[src/rtl/encoder.sv]
// HDB3 line encoder: serial NRZ in, bipolar P/N rails out after a fixed 4-clock pipeline.
// The pipeline gives the 4-bit lookahead needed to retro-fit the B pulse of a B00V group.
module encoder #(
  parameter int unsigned DELAY = 4
) (
  input  logic clk,
  input  logic reset,
  input  logic data,
  output logic P,
  output logic N
);

  typedef enum logic [1:0] {
    SymSpace = 2'd0,
    SymMark  = 2'd1,
    SymViol  = 2'd2
  } sym_e;

  sym_e       sym_q [DELAY];
  sym_e       sym_d [DELAY];
  logic [1:0] zcnt_q, zcnt_d;
  logic       odd_q, odd_d;
  logic       last_pos_q, last_pos_d;
  logic       p_q, p_d;
  logic       n_q, n_d;

  // Entry stage: classify the incoming bit and shift the symbol pipeline.
  always_comb begin
    sym_d[0] = SymSpace;
    for (int unsigned i = 1; i < DELAY; i++) begin
      sym_d[i] = sym_q[i - 1];
    end
    zcnt_d = zcnt_q;
    odd_d  = odd_q;

    if (data) begin
      sym_d[0] = SymMark;
      zcnt_d   = 2'd0;
      odd_d    = ~odd_q;
    end else if (zcnt_q != 2'd3) begin
      zcnt_d = zcnt_q + 2'd1;
    end else begin
      sym_d[0] = SymViol;
      zcnt_d   = 2'd0;
      // First zero of the run lands in the last stage on this same edge.
      if (!odd_q) begin
        sym_d[DELAY - 1] = SymMark;
      end
      odd_d = 1'b0;
    end
  end

  // Exit stage: marks alternate polarity, violations repeat the previous one.
  always_comb begin
    p_d        = 1'b0;
    n_d        = 1'b0;
    last_pos_d = last_pos_q;
    case (sym_q[DELAY - 1])
      SymMark: begin
        p_d        = ~last_pos_q;
        n_d        = last_pos_q;
        last_pos_d = ~last_pos_q;
      end
      SymViol: begin
        p_d = last_pos_q;
        n_d = ~last_pos_q;
      end
      default: begin
        p_d = 1'b0;
        n_d = 1'b0;
      end
    endcase
  end

  always_ff @(posedge clk or negedge reset) begin
    if (!reset) begin
      for (int unsigned i = 0; i < DELAY; i++) begin
        sym_q[i] <= SymSpace;
      end
      zcnt_q     <= 2'd0;
      odd_q      <= 1'b0;
      last_pos_q <= 1'b0;
      p_q        <= 1'b0;
      n_q        <= 1'b0;
    end else begin
      for (int unsigned i = 0; i < DELAY; i++) begin
        sym_q[i] <= sym_d[i];
      end
      zcnt_q     <= zcnt_d;
      odd_q      <= odd_d;
      last_pos_q <= last_pos_d;
      p_q        <= p_d;
      n_q        <= n_d;
    end
  end

  assign P = p_q;
  assign N = n_q;

endmodule

[config.mk]
export PLATFORM = sky130hd
export DESIGN_NAME = encoder
export DESIGN_NICKNAME = d
export VERILOG_FILES = /design/src/rtl/encoder.sv
export SDC_FILE = /design/constraint.sdc
export NUM_CORES = 1
export LEC_CHECK = 0
export ABC_AREA = 1
export CORE_UTILIZATION = 35
export CTS_CLUSTER_SIZE = 10
export DETAILED_ROUTE_END_ITERATION = 10
export PLACE_DENSITY = 0.53
export SLEW_MARGIN = 20
export SYNTH_ARGS = -nofsm -noshare
export SYNTH_HDL_FRONTEND = slang
export SYNTH_SLANG_ARGS = --single-unit
[constraint.sdc]
create_clock -name clk -period 1 [get_ports clk]
set_input_delay 0.3 -clock clk [delete_from_list [all_inputs] [get_ports clk]]
set_output_delay 0.3 -clock clk [all_outputs]
set_load 0.05 [all_outputs]
==> results of run 1 <==
-- power by group through the flow --
stage / clock (mW) / sequential, mW / combinational [mW]
2_1_floorplan: 0 / 0.688 / 0.0495
3_5_place_dp: 0 / 0.658 / 0.184
5_1_grt: 0.437 / 0.651 / 0.198
3_3_place_gp: 0 / 0.654 / 0.179
4_1_cts: 0.406 / 0.646 / 0.184
6_report: 0.389 / 0.645 / 0.182
-- per-stage QoR --
stage / total power, mW / hold slack, ps / utilization / setup TNS [ps] / instances
final: 1.22 / 352 / 0.520 / -247 / 63
after global routing: 1.29 / 343 / 0.520 / -325 / 63
after CTS: 1.24 / 347 / 0.520 / -277 / 63
after detailed placement: 0.841 / 337 / 0.489 / -722 / 59
after global placement: 0.833 / 335 / 0.489 / -728 / 59
after floorplan: 0.737 / 4.41 / - / 0 / 39
-- metal layers --
layer  routed length (um)  share of wire  up-vias
li1                     -              -      138
met5                    0              0        -
met2                  334           0.53        7
met3                   23          0.037        2
met4                   21          0.034        0
met1                  245           0.39      136
-- worst paths after layout --
check | cells after the start | slack (ps) | to | from
worst max-delay path | 1 | -120 | N | N$_DFF_PN0_
worst min-delay path | 2 | 350 | odd_q$_DFFE_PN0P_ | reset
worst max register to register | 4 | 100 | odd_q$_DFFE_PN0P_ | zcnt_q[0]$_DFF_PN0_
worst min register to register | 0 | 350 | sym_d[2]$_DFF_PN0_ | sym_d[4]$_DFF_PN0_
max in group asynchronous | 2 | 540 | sym_d[2]$_DFF_PN0_ | reset
min in group clk | 0 | 350 | sym_d[2]$_DFF_PN0_ | sym_d[4]$_DFF_PN0_
-- logic make-up after synthesis --
family | after synthesis
DFF | 14
AOI/OAI and AO/OA | 4
buffers and inverters | 9
adders and majority gates | 1
and+or+nand+nor | 11
-- cells in the mapped netlist --
| library cell | n |
|---|---|
| sky130_fd_sc_hd__nand3_2 | 1 |
| sky130_fd_sc_hd__o21ai_1 | 4 |
| sky130_fd_sc_hd__nand2_1 | 4 |
| sky130_fd_sc_hd__nand3_1 | 3 |
| sky130_fd_sc_hd__inv_1 | 6 |
| sky130_fd_sc_hd__ha_1 | 1 |
| sky130_fd_sc_hd__inv_2 | 3 |
| sky130_fd_sc_hd__dfrtp_1 | 14 |
| sky130_fd_sc_hd__nor2_1 | 3 |
-- area by class of cell --
class / count / area (um^2) / share of cell area
multi-input cells: 16 / 83.8 / 0.138
well taps: 14 / 17.5 / 0.0287
clock buffers: 4 / 36.3 / 0.0595
inverters: 9 / 33.8 / 0.0554
repair buffers: 6 / 87.6 / 0.144
flip-flops and latches: 14 / 350 / 0.575
-- sequential cells by signal, indices dropped and copies added (netlist names) --
signal and cells:
sym_q 4, P 1, last_pos_q 1, N 1, odd_q 1, sym_d 4
zcnt_q 2
-- what timing repair did --
| action | CTS | global route |
|---|---|---|
| hold endpoints to repair | 0 | 0 |
| setup endpoints to repair | 2 | 2 |
| gates resized for setup | 0 | 0 |
==> flow_results.org, run 1 <==
** Status
- The run finished, with violations left.
- The final reports fail on negative setup slack.

** Floorplanning
- Pin placement for this block handled 5 I/O pins.
- Starting density of the core :: 0.400
- The floorplan step set the die width to 38.6 um.
- Measured along the y axis, the die boundary spans 38.6 um.
- Area enclosed by the die boundary :: 1490 um^2
- The floorplan step defined a core boundary enclosing 1170 um^2.
- Number of placement rows :: 12

** STA
- Setup violations remaining at the end of the flow were counted as 2.
- At the pin with the least slew margin, the transition time is between 100 and 150 ps.
- The max-slew violation total from the final report came to 0.
- Period Utilization, post-route :: 1.12
- Subtracting the final worst setup slack from the clock period gives 1120 ps.
- Setup clock skew after layout :: 1.14 ps
- Final setup slack of the worst path :: -124 ps
- Unrepaired setup endpoints after global routing :: true
- Static timing analysis puts the maximum clock frequency at 0.890 GHz.
- Worst relative slew slack :: 0.905
- Hold Fails Final Rpt :: 0

** Logic synthesis
- Synthesis produced 39 cells.
- Of the post-synthesis cell area, the part taken by muxes is 0.
- For this run, the number of Yosys warnings is 0.
- Of the total synthesized cell area, the portion taken by XOR and XNOR cells is 0.
- Synthesized-area fraction occupied by ao, oa, aoi and oai cells :: 0.0428
- Of the synthesized area, sequential elements account for 0.749.
- Mean cell area of the mapped netlist :: 12.0 um^2
- Most area-consuming cells after synthesis :: sky130_fd_sc_hd__dfrtp_1, sky130_fd_sc_hd__inv_1, sky130_fd_sc_hd__o21ai_1
- By area, the combinational part of the netlist is dominated by simple AND/OR/NAND/NOR gates.
- The number of nets handed over by synthesis was 43.
- Netlist cell types :: 9
- Post-synthesis share of cell area spent on and, or, nand and nor gates :: 0.110
- The share of synthesized area in the top cell type comes to 0.749.
- Synthesis inferred 14 register bits.
- Cell taking the most area after synthesis :: sky130_fd_sc_hd__dfrtp_1
- Netlist area before placement :: 468 um^2
- Of the total synthesized cell area, the portion taken by full adders, half adders and majority gates is 0.0267.

** Placement
- Instance area at placement :: 573 um^2
- The HPWL after detailed placement is 481 um.
- Routability-driven placement finished with a final weighted congestion of 0.646.
- Port buffering added 4 buffers.
- Before CTS, the worst setup slack after placement is -161 ps.

** Global routing
- Met2 demand-to-capacity share in global routing :: 0.204
- Global-route track usage on met3 :: 0.0349
- The first global-routing pass estimated 1.04 mm of wire.
- Global-route total usage across every layer :: 0.116
- The number of global-route vias before repair was 264.
- The number of antenna violations at the first check in global routing came to 0.
- Global routing finished with a remaining overflow of 0.
- Global routing's busiest layer :: met2
- Maximum number of pins on one net before global-route repair :: 15
- Met1 track demand over resource in global routing :: 0.104

** Setup path
- Crit-path max FO :: 1
- Element type at the critical path end :: primary output
- STA puts the critical path data arrival time at 820 ps.
- Critical path launch point type :: register
- Startpoint-to-endpoint class of the critical path :: reg2out
- STA puts the critical path data required time at 700 ps.
- Together, buffers and inverters on the worst path number 1.
- Kind of cell adding the most delay to the critical path :: flip-flops
- Chain of cells forming the critical path :: buf_12
- Worst path max stage delay :: 400 ps
- Critical-path top delay cell :: sky130_fd_sc_hd__dfrtp_1

** Power and ir drop
- In this run the power spent charging and discharging nets is 0.295 mW.
- Internal power of the cells :: 0.920 mW
- In this run the static leakage power is slightly above 0.3 nW.
- Part of the power in registers :: 0.531
- Dividing total power by cell area gives a power density of 1990 nW/um^2.
- The worst-case IR drop observed on VDD is 0.858 mV.
- Of the total power, combinational logic draws 0.150.
- Switching share of power :: 0.243
- The share of total power dissipated in the clock network is 0.320.

** Routing
- TritonRoute pass-1 iters :: 4
- Dividing the detail-routed via count by the number of cells gives 4.49.
- Dividing the detail-routed wire length by the instance count gives 9.94 um.
- Detail Route Antenna Nets :: 0
- Number of design rule violations left after detail routing :: 0
- In this run, the number of DRC markers left after iteration 0 of detailed routing was 4.
- Routed Wire Length :: 626 um
- Total number of vias :: 283

** Layout
- Highest-count cells in the layout ignoring fill and taps :: sky130_fd_sc_hd__dfrtp_1, sky130_fd_sc_hd__inv_1, sky130_fd_sc_hd__nand2_1, sky130_fd_sc_hd__o21ai_1
- Most common cell after layout, fill and taps aside :: sky130_fd_sc_hd__dfrtp_1
- Number of nets in the final layout :: 54
- Antenna cell count :: 0
- Relative to the synthesized area, the layout overhead comes to 30.2%.
- After routing the design area is 609 um^2.
- Layout cell share with drive strength beyond 1 :: 0.245
- Counting the fill cells in the layout gives 118.

** Clock tree
- The root buffer cell chosen for the clock tree is sky130_fd_sc_hd__clkbuf_4.
- The clock net in this run drives a total of 14 sinks.
- Counting the buffers created by CTS gives 3.
- CTS Hold Buffers Added :: 0
- Clock latency on the worst-skew pair, taken at its later pin, is 270 ps.
- Buffer count from post-CTS setup fixing :: 0
- TritonCTS built the clock tree.
- The longest clock path from root to sink contains 2 buffers.
- After clock tree synthesis, the clock-pin slew on the worst setup and hold paths is 80 ps.
- H-tree depth :: 1

** Hold path
- The worst hold path belongs to the class in2async.

** Flow run
- Max cap viols :: 0
(Power assumes the default switching activity.)
==> run 2: changes to the inputs <==
--- a/config.mk
+++ b/config.mk
@@ -10,6 +10,7 @@
 export CTS_CLUSTER_SIZE = 10
 export DETAILED_ROUTE_END_ITERATION = 10
 export PLACE_DENSITY = 0.53
+export SETUP_SLACK_MARGIN = 0.4
 export SLEW_MARGIN = 20
 export SYNTH_ARGS = -nofsm -noshare
 export SYNTH_HDL_FRONTEND = slang
==> flow_results.org, run 2 (synthesized netlist as in run 1, its figures left out) <==
** Floorplanning
- Starting density of the core :: 0.400
- IO Count :: 5
- Core area :: 1170 um^2
- In this run the vertical extent of the chip is approximately 39 um.
- Die width :: 38.6 um
- The initialized floorplan defines 12 standard-cell rows.
- Area enclosed by the die boundary :: 1490 um^2

** STA
- Clock period minus worst slack :: ~1100 ps
- Setup clock skew after layout :: 2.51 ps
- Timing would allow up to 0.872 GHz.
- Worst relative slew slack :: 0.890
- Final setup slack of the worst path :: -147 ps
- Dividing the final minimum period by the clock period gives 1.15.
- Count of endpoints failing setup in the final report :: 2
- Transition time of the tightest slew-check pin :: 164 ps
- Hold Fails Final Rpt :: 0
- Setup repair after global routing could not meet its margin everywhere.
- The max-slew violation total from the final report came to 0.

** Power and ir drop
- Max IR drop VDD :: around 1.1 mV
- Static power due to leakage :: 0.321 nW
- For this design the ratio of total power to cell area is 1890 nW/um^2.

** Clock tree
- TritonCTS built the clock tree.
- Clk pin slew, worst setup/hold paths :: 80 ps
- For this design, the CTS-stage hold fixing added 0 buffers.
- H-tree depth :: 1
- No sink is reached through more buffers than the 2 on the longest clock path.
- Clock tree synthesis selected as its root buffer the cell sky130_fd_sc_hd__clkbuf_4.
- Clock Sinks :: 14
- Clock insertion delay at the later pin of the skew report :: between 200 and 300 ps
- Num CTS Buffers :: 3

** Routing
- The count of nets left with antenna violations once routing finished came out at 0.
- Average wire per cell in the routed design :: about 13 um
- Routed Wire Length :: 818 um
- Total number of vias :: 307
- Number of design rule violations left after detail routing :: 0
- Initial drt markers :: 0
- After detailed routing, the number of vias per cell comes to 4.72.
- TritonRoute pass-1 iters :: 1

** Setup path
- For the worst setup path, the data arrival time is 850 ps.
- The worst register-to-register path ends at odd_q$_DFFE_PN0P_.
- Cells on worst reg2reg path :: 4
- Startpoint-to-endpoint class of the critical path :: reg2out
- Worst reg2reg setup slack :: 140 ps
- The worst setup path is launched from a register.
- Element type at the critical path end :: primary output
- Kind of cell adding the most delay to the critical path :: flip-flops
- Counting both buffers and inverters, the worst setup path holds a total of 1.
- Critical register-to-register path startpoint :: zcnt_q[0]$_DFF_PN0_
- Required time at the endpoint of the critical path :: 700 ps
- Launch point of the critical path :: P$_DFF_PN0_
- Critical-path top delay cell :: sky130_fd_sc_hd__dfrtp_2
- In this design, the stage delay of the slowest critical-path cell is 420 ps.
- Chain of cells forming the critical path :: buf_12
- Crit-path max FO :: 1

** Layout
- Utilization after layout :: 0.576
- Area Growth Syn to Fin :: 44.1%
- Leaving out fill and tap cells, the most frequent cell in the layout is sky130_fd_sc_hd__dfrtp_1.
- Layout cell share with drive strength beyond 1 :: 0.608
- 0 antenna diodes ended up in the layout.
- The final layout contains 56 nets.
- Leaving out fill and tap cells, the most frequent cells in the layout are sky130_fd_sc_hd__dfrtp_1, sky130_fd_sc_hd__inv_2, sky130_fd_sc_hd__nand2_2, sky130_fd_sc_hd__clkbuf_4, sky130_fd_sc_hd__buf_4.
- Final Cell Area :: a little under 700 um^2

** Placement
- At the end of routability-driven placement, the weighted congestion stood at between 0.6 and 0.7.
- Once detailed placement completed, the half-perimeter wirelength came to 506 um.
- Instance area at placement :: 571 um^2
- The count of buffers added on input and output ports is 4.

** Status
- The checks that failed: negative setup slack.
- Result of the run :: finished with violations

** Global routing
- Total gr overflow :: 0
- The number of global-route vias before repair came to 337.
- In the global route stage, overall resource usage came out at 0.150.
- Wire length of the first global-routing pass :: 1.39 mm
- Maximum number of pins on one net before global-route repair :: 9
- The number of antenna violations at the first check in global routing came to 0.

** Hold path
- The path class of the tightest hold or removal check is in2async.

** Flow run
- Max cap viols :: 0
[run 2: area by class of cell]
| class | instances | area [um^2] |
|---|---|---|
| well taps | 14 | 17.5 |
| clock buffers | 4 | 36.3 |
| inverters | 9 | 33.8 |
| fillers | 95 | 497 |
| flip-flops and latches | 14 | 353 |
| multi-input cells | 16 | 141 |
| repair buffers | 8 | 92.6 |
[run 2: timing repair]
item | 4_1_cts | 5_1_grt
setup endpoints to repair | 12 | 11
buffers inserted | 1 | 0
resized for setup | 13 | 7
pin swaps | 5 | 4
[run 2: worst max path at each step]
stage	endpoint	slack [ps]	depth (start not counted)
6_report	P	-150	1
5_1_grt	P	-180	1
4_1_cts	N	-160	1
3_5_place_dp	sym_q[1]$_DFF_PN0_	-130	5
3_3_place_gp	sym_q[1]$_DFF_PN0_	-90	5
2_1_floorplan	zcnt_q[1]$_DFF_PN0_	200	3
[run 2: metrics by stage]
step | TNS [ps] | power, mW | instances | setup WS [ps] | hold WS (ps)
2_1_floorplan | 0 | 0.740 | 39 | 196 | 4.41
6_report | -294 | 1.27 | 65 | -147 | 203
3_5_place_dp | -674 | 0.839 | 60 | -131 | 339
4_1_cts | -314 | 1.26 | 65 | -158 | 203
3_3_place_gp | -458 | 0.832 | 60 | -91.1 | 333
5_1_grt | -358 | 1.34 | 65 | -182 | 194
[run 2: per-layer routing]
| layer | wire length [um] | track usage | up-vias | share of wire |
|---|---|---|---|---|
| met1 | 294 | 0.176 | 153 | 0.36 |
| met5 | 0 | 0 | - | 0 |
| li1 | - | - | 143 | - |
| met3 | 30 | 0.0523 | 3 | 0.037 |
| met2 | 472 | 0.238 | 8 | 0.58 |
| met4 | 21 | 0.0776 | 0 | 0.026 |
[run 2: power by group]
group / switching [mW] / total [mW] / leakage [nW] / internal [mW]
clock: 0.175 / 0.396 / 0.0210 / 0.222
combinational: 0.117 / 0.219 / 0.125 / 0.103
sequential: 0.0423 / 0.657 / 0.175 / 0.615
total: 0.333 / 1.27 / 0.321 / 0.939
==> run 3: changes to the inputs <==
--- a/config.mk
+++ b/config.mk
@@ -10,6 +10,7 @@
 export CTS_CLUSTER_SIZE = 10
 export DETAILED_ROUTE_END_ITERATION = 10
 export PLACE_DENSITY = 0.53
+export RECOVER_POWER = 50
 export SETUP_SLACK_MARGIN = 0.4
 export SLEW_MARGIN = 20
 export SYNTH_ARGS = -nofsm -noshare
==> flow_results.org, run 3 (synthesized netlist as in run 1, its figures left out) <==
** Global routing
- For this run, the total global-route usage over all layers was measured as 0.150.
- Maximum number of pins on one net before global-route repair :: 9
- Wire length of the first global-routing pass :: 1.39 mm
- Initial antenna violation count :: 0
- Via count of the first global-routing pass :: 337
- After global routing the overflow that remains totals 0.

** Placement
- The congestion estimate from routability-driven global placement came to 0.681.
- Place WS :: -131 ps
- Summing all placed instances gives a cell area of 571 um^2.
- Detailed placement ended at an HPWL of 506 um.
- Number of port buffers :: 4

** Clock tree
- Buffers inserted during clock tree synthesis total 3.
- Clock Sinks :: 14
- CTS tree :: yes
- Clk pin slew, worst setup/hold paths :: 80 ps
- Clock latency on the worst-skew pair, taken at its later pin, is roughly 280 ps.
- Master cell of the clock root buffer :: sky130_fd_sc_hd__clkbuf_4
- Counting along the longest clock path gives a buffer depth of 2.
- H-tree depth :: 1

** Setup path
- STA classifies the critical path startpoint as a register.
- Data on the critical path arrives at its endpoint at ~850 ps.
- The critical path goes through buf_12.
- Worst path max stage delay :: 420 ps
- Kind of cell adding the most delay to the critical path :: flip-flops
- Startpoint-to-endpoint class of the critical path :: reg2out
- Required time at the endpoint of the critical path :: 700 ps
- Among all stages on the critical path, the largest delay is contributed by sky130_fd_sc_hd__dfrtp_2.
- Logic depth of the worst setup path including buffers :: 1
- The worst setup path is captured at a primary output.
- Buf/Inv on CP :: 1
- Of all nets on the critical path, the largest fanout is 1.
- Cells on worst reg2reg path :: 4

** Layout
- In the final layout, the share of cells above drive strength 1 is 0.549.
- The finished cells cover 663 um^2.
- The library cell used most frequently in the layout, excluding fill and tap cells, is sky130_fd_sc_hd__dfrtp_1.
- Final-layout fill cell count :: between 90 and 100
- Register cell area after layout :: ~350 um^2
- Antenna cell count :: 0
- Combined area of the multi-input logic cells :: between 100 and 150 um^2
- Highest-count cells in the layout ignoring fill and taps :: sky130_fd_sc_hd__dfrtp_1, sky130_fd_sc_hd__inv_2, sky130_fd_sc_hd__nand2_2, sky130_fd_sc_hd__clkbuf_4, sky130_fd_sc_hd__clkbuf_1
- Number of nets in the final layout :: 56
- Utilization after layout :: 0.566
- From synthesis to final layout, the design area changed by 41.7%.

** Routing
- Number of design rule violations left after detail routing :: 0
- Using the TritonRoute via totals, the vias-per-cell ratio works out to 4.72.
- For this run, the detailed router's first-pass iteration total came to 1.
- After detailed routing, the total wire length is 819 um.
- Across all layers, the routed design uses between 300 and 400 vias.
- Initial drt markers :: 0
- Detail Route Antenna Nets :: 0
- In the final routed layout, each cell accounts on average for 12.6 um.

** STA
- Period Utilization, post-route :: 1.15
- Count of endpoints failing setup in the final report :: 2
- Across the routed clock network, the largest skew measured is 0.512 ps.
- Hold Fails Final Rpt :: 0
- For the pin with the worst max-slew slack, the measured transition is 318 ps.
- Once routing completed, OpenROAD measured the worst setup slack at -147 ps.
- In this run the tightest slew margin relative to its limit is 0.788.
- Static timing analysis puts the maximum clock frequency at 0.872 GHz.
- Clock period minus worst slack :: roughly 1100 ps
- The max-slew violation total from the final report came to 0.
- Unrepaired setup endpoints after global routing :: true

** Floorplanning
- From left edge to right edge, the die measures about 39 um.
- The core region is 1170 um^2.
- Row generation in the floorplan step produced 12 rows.
- 5 I/O pins were placed.
- Starting density of the core :: 0.400
- Height of the chip :: 38.6 um
- The die covers 1490 um^2.

** Power and ir drop
- Clock group share of total power :: 0.314
- Switching Power :: approximately 0.34 mW
- Max IR drop VDD :: between 1 and 1.5 mV
- Total power density per cell area :: 1910 nW/um^2
- Fraction of power consumed by combinational cells :: 0.168
- In this run the static leakage power is a little over 0.3 nW.
- Cell internal power was estimated by the tool at 0.933 mW.
- Of the total power, the share spent switching nets is 0.264.
- Part of the power in registers :: 0.518

** Hold path
- The worst hold path belongs to the class in2async.

** Status
- Result of the run :: finished with violations
- The checks that failed: negative setup slack.

** Flow run
- Max cap viols :: 0
==> run 3: power groups by stage <==
stage	registers (mW)	logic, mW	clock network [mW]
global route	0.662	0.231	0.437
detailed placement	0.660	0.180	0
floorplan	0.690	0.0495	0
finish	0.657	0.213	0.399
global placement	0.657	0.175	0
CTS	0.655	0.203	0.407
==> run 3: final cells by class <==
cell class / instances / share of cell area
clock buffer: 4 / 0.0547
inverter: 9 / 0.0509
multi-input combinational: 16 / 0.213
sequential: 14 / 0.532
tap: 14 / 0.0264
timing repair buffer: 8 / 0.123
==> run 3: path summary, 6_finish.rpt <==
path	start	to	slack, ps
worst max-delay path	P$_DFF_PN0_	P	-150
worst min-delay path	reset	P$_DFF_PN0_	270
worst max register to register	zcnt_q[0]$_DFF_PN0_	odd_q$_DFFE_PN0P_	130
worst min register to register	sym_d[3]$_DFF_PN0_	sym_q[3]$_DFF_PN0_	360
max in group asynchronous	reset	zcnt_q[0]$_DFF_PN0_	240
min in group clk	sym_d[3]$_DFF_PN0_	sym_q[3]$_DFF_PN0_	360
==> run 3: per-layer routing <==
metal | global-route usage | part of all wire | vias up
met3 | 0.0523 | 0.044 | 3
met5 | 0 | 0 | -
met1 | 0.176 | 0.37 | 151
li1 | - | - | 145
met4 | 0.0776 | 0.026 | 0
met2 | 0.238 | 0.56 | 8
==> run 3: through the flow <==
| stage | power, mW | std cells | setup TNS [ps] | hold slack [ps] |
|---|---|---|---|---|
| global route | 1.33 | 65 | -358 | 260 |
| global placement | 0.832 | 60 | -458 | 333 |
| detailed placement | 0.839 | 60 | -674 | 339 |
| finish | 1.27 | 65 | -293 | 271 |
| floorplan | 0.740 | 39 | 0 | 4.41 |
| CTS | 1.26 | 65 | -314 | 203 |
==> run 3: repair_timing <==
item / 4_1_cts / 5_1_grt
cloned: 0 / 0
gates resized for setup: 13 / 7
endpoints found under the setup margin: 12 / 11
hold buffers: 0 / 0
buffers inserted: 1 / 0
pin swaps: 5 / 4
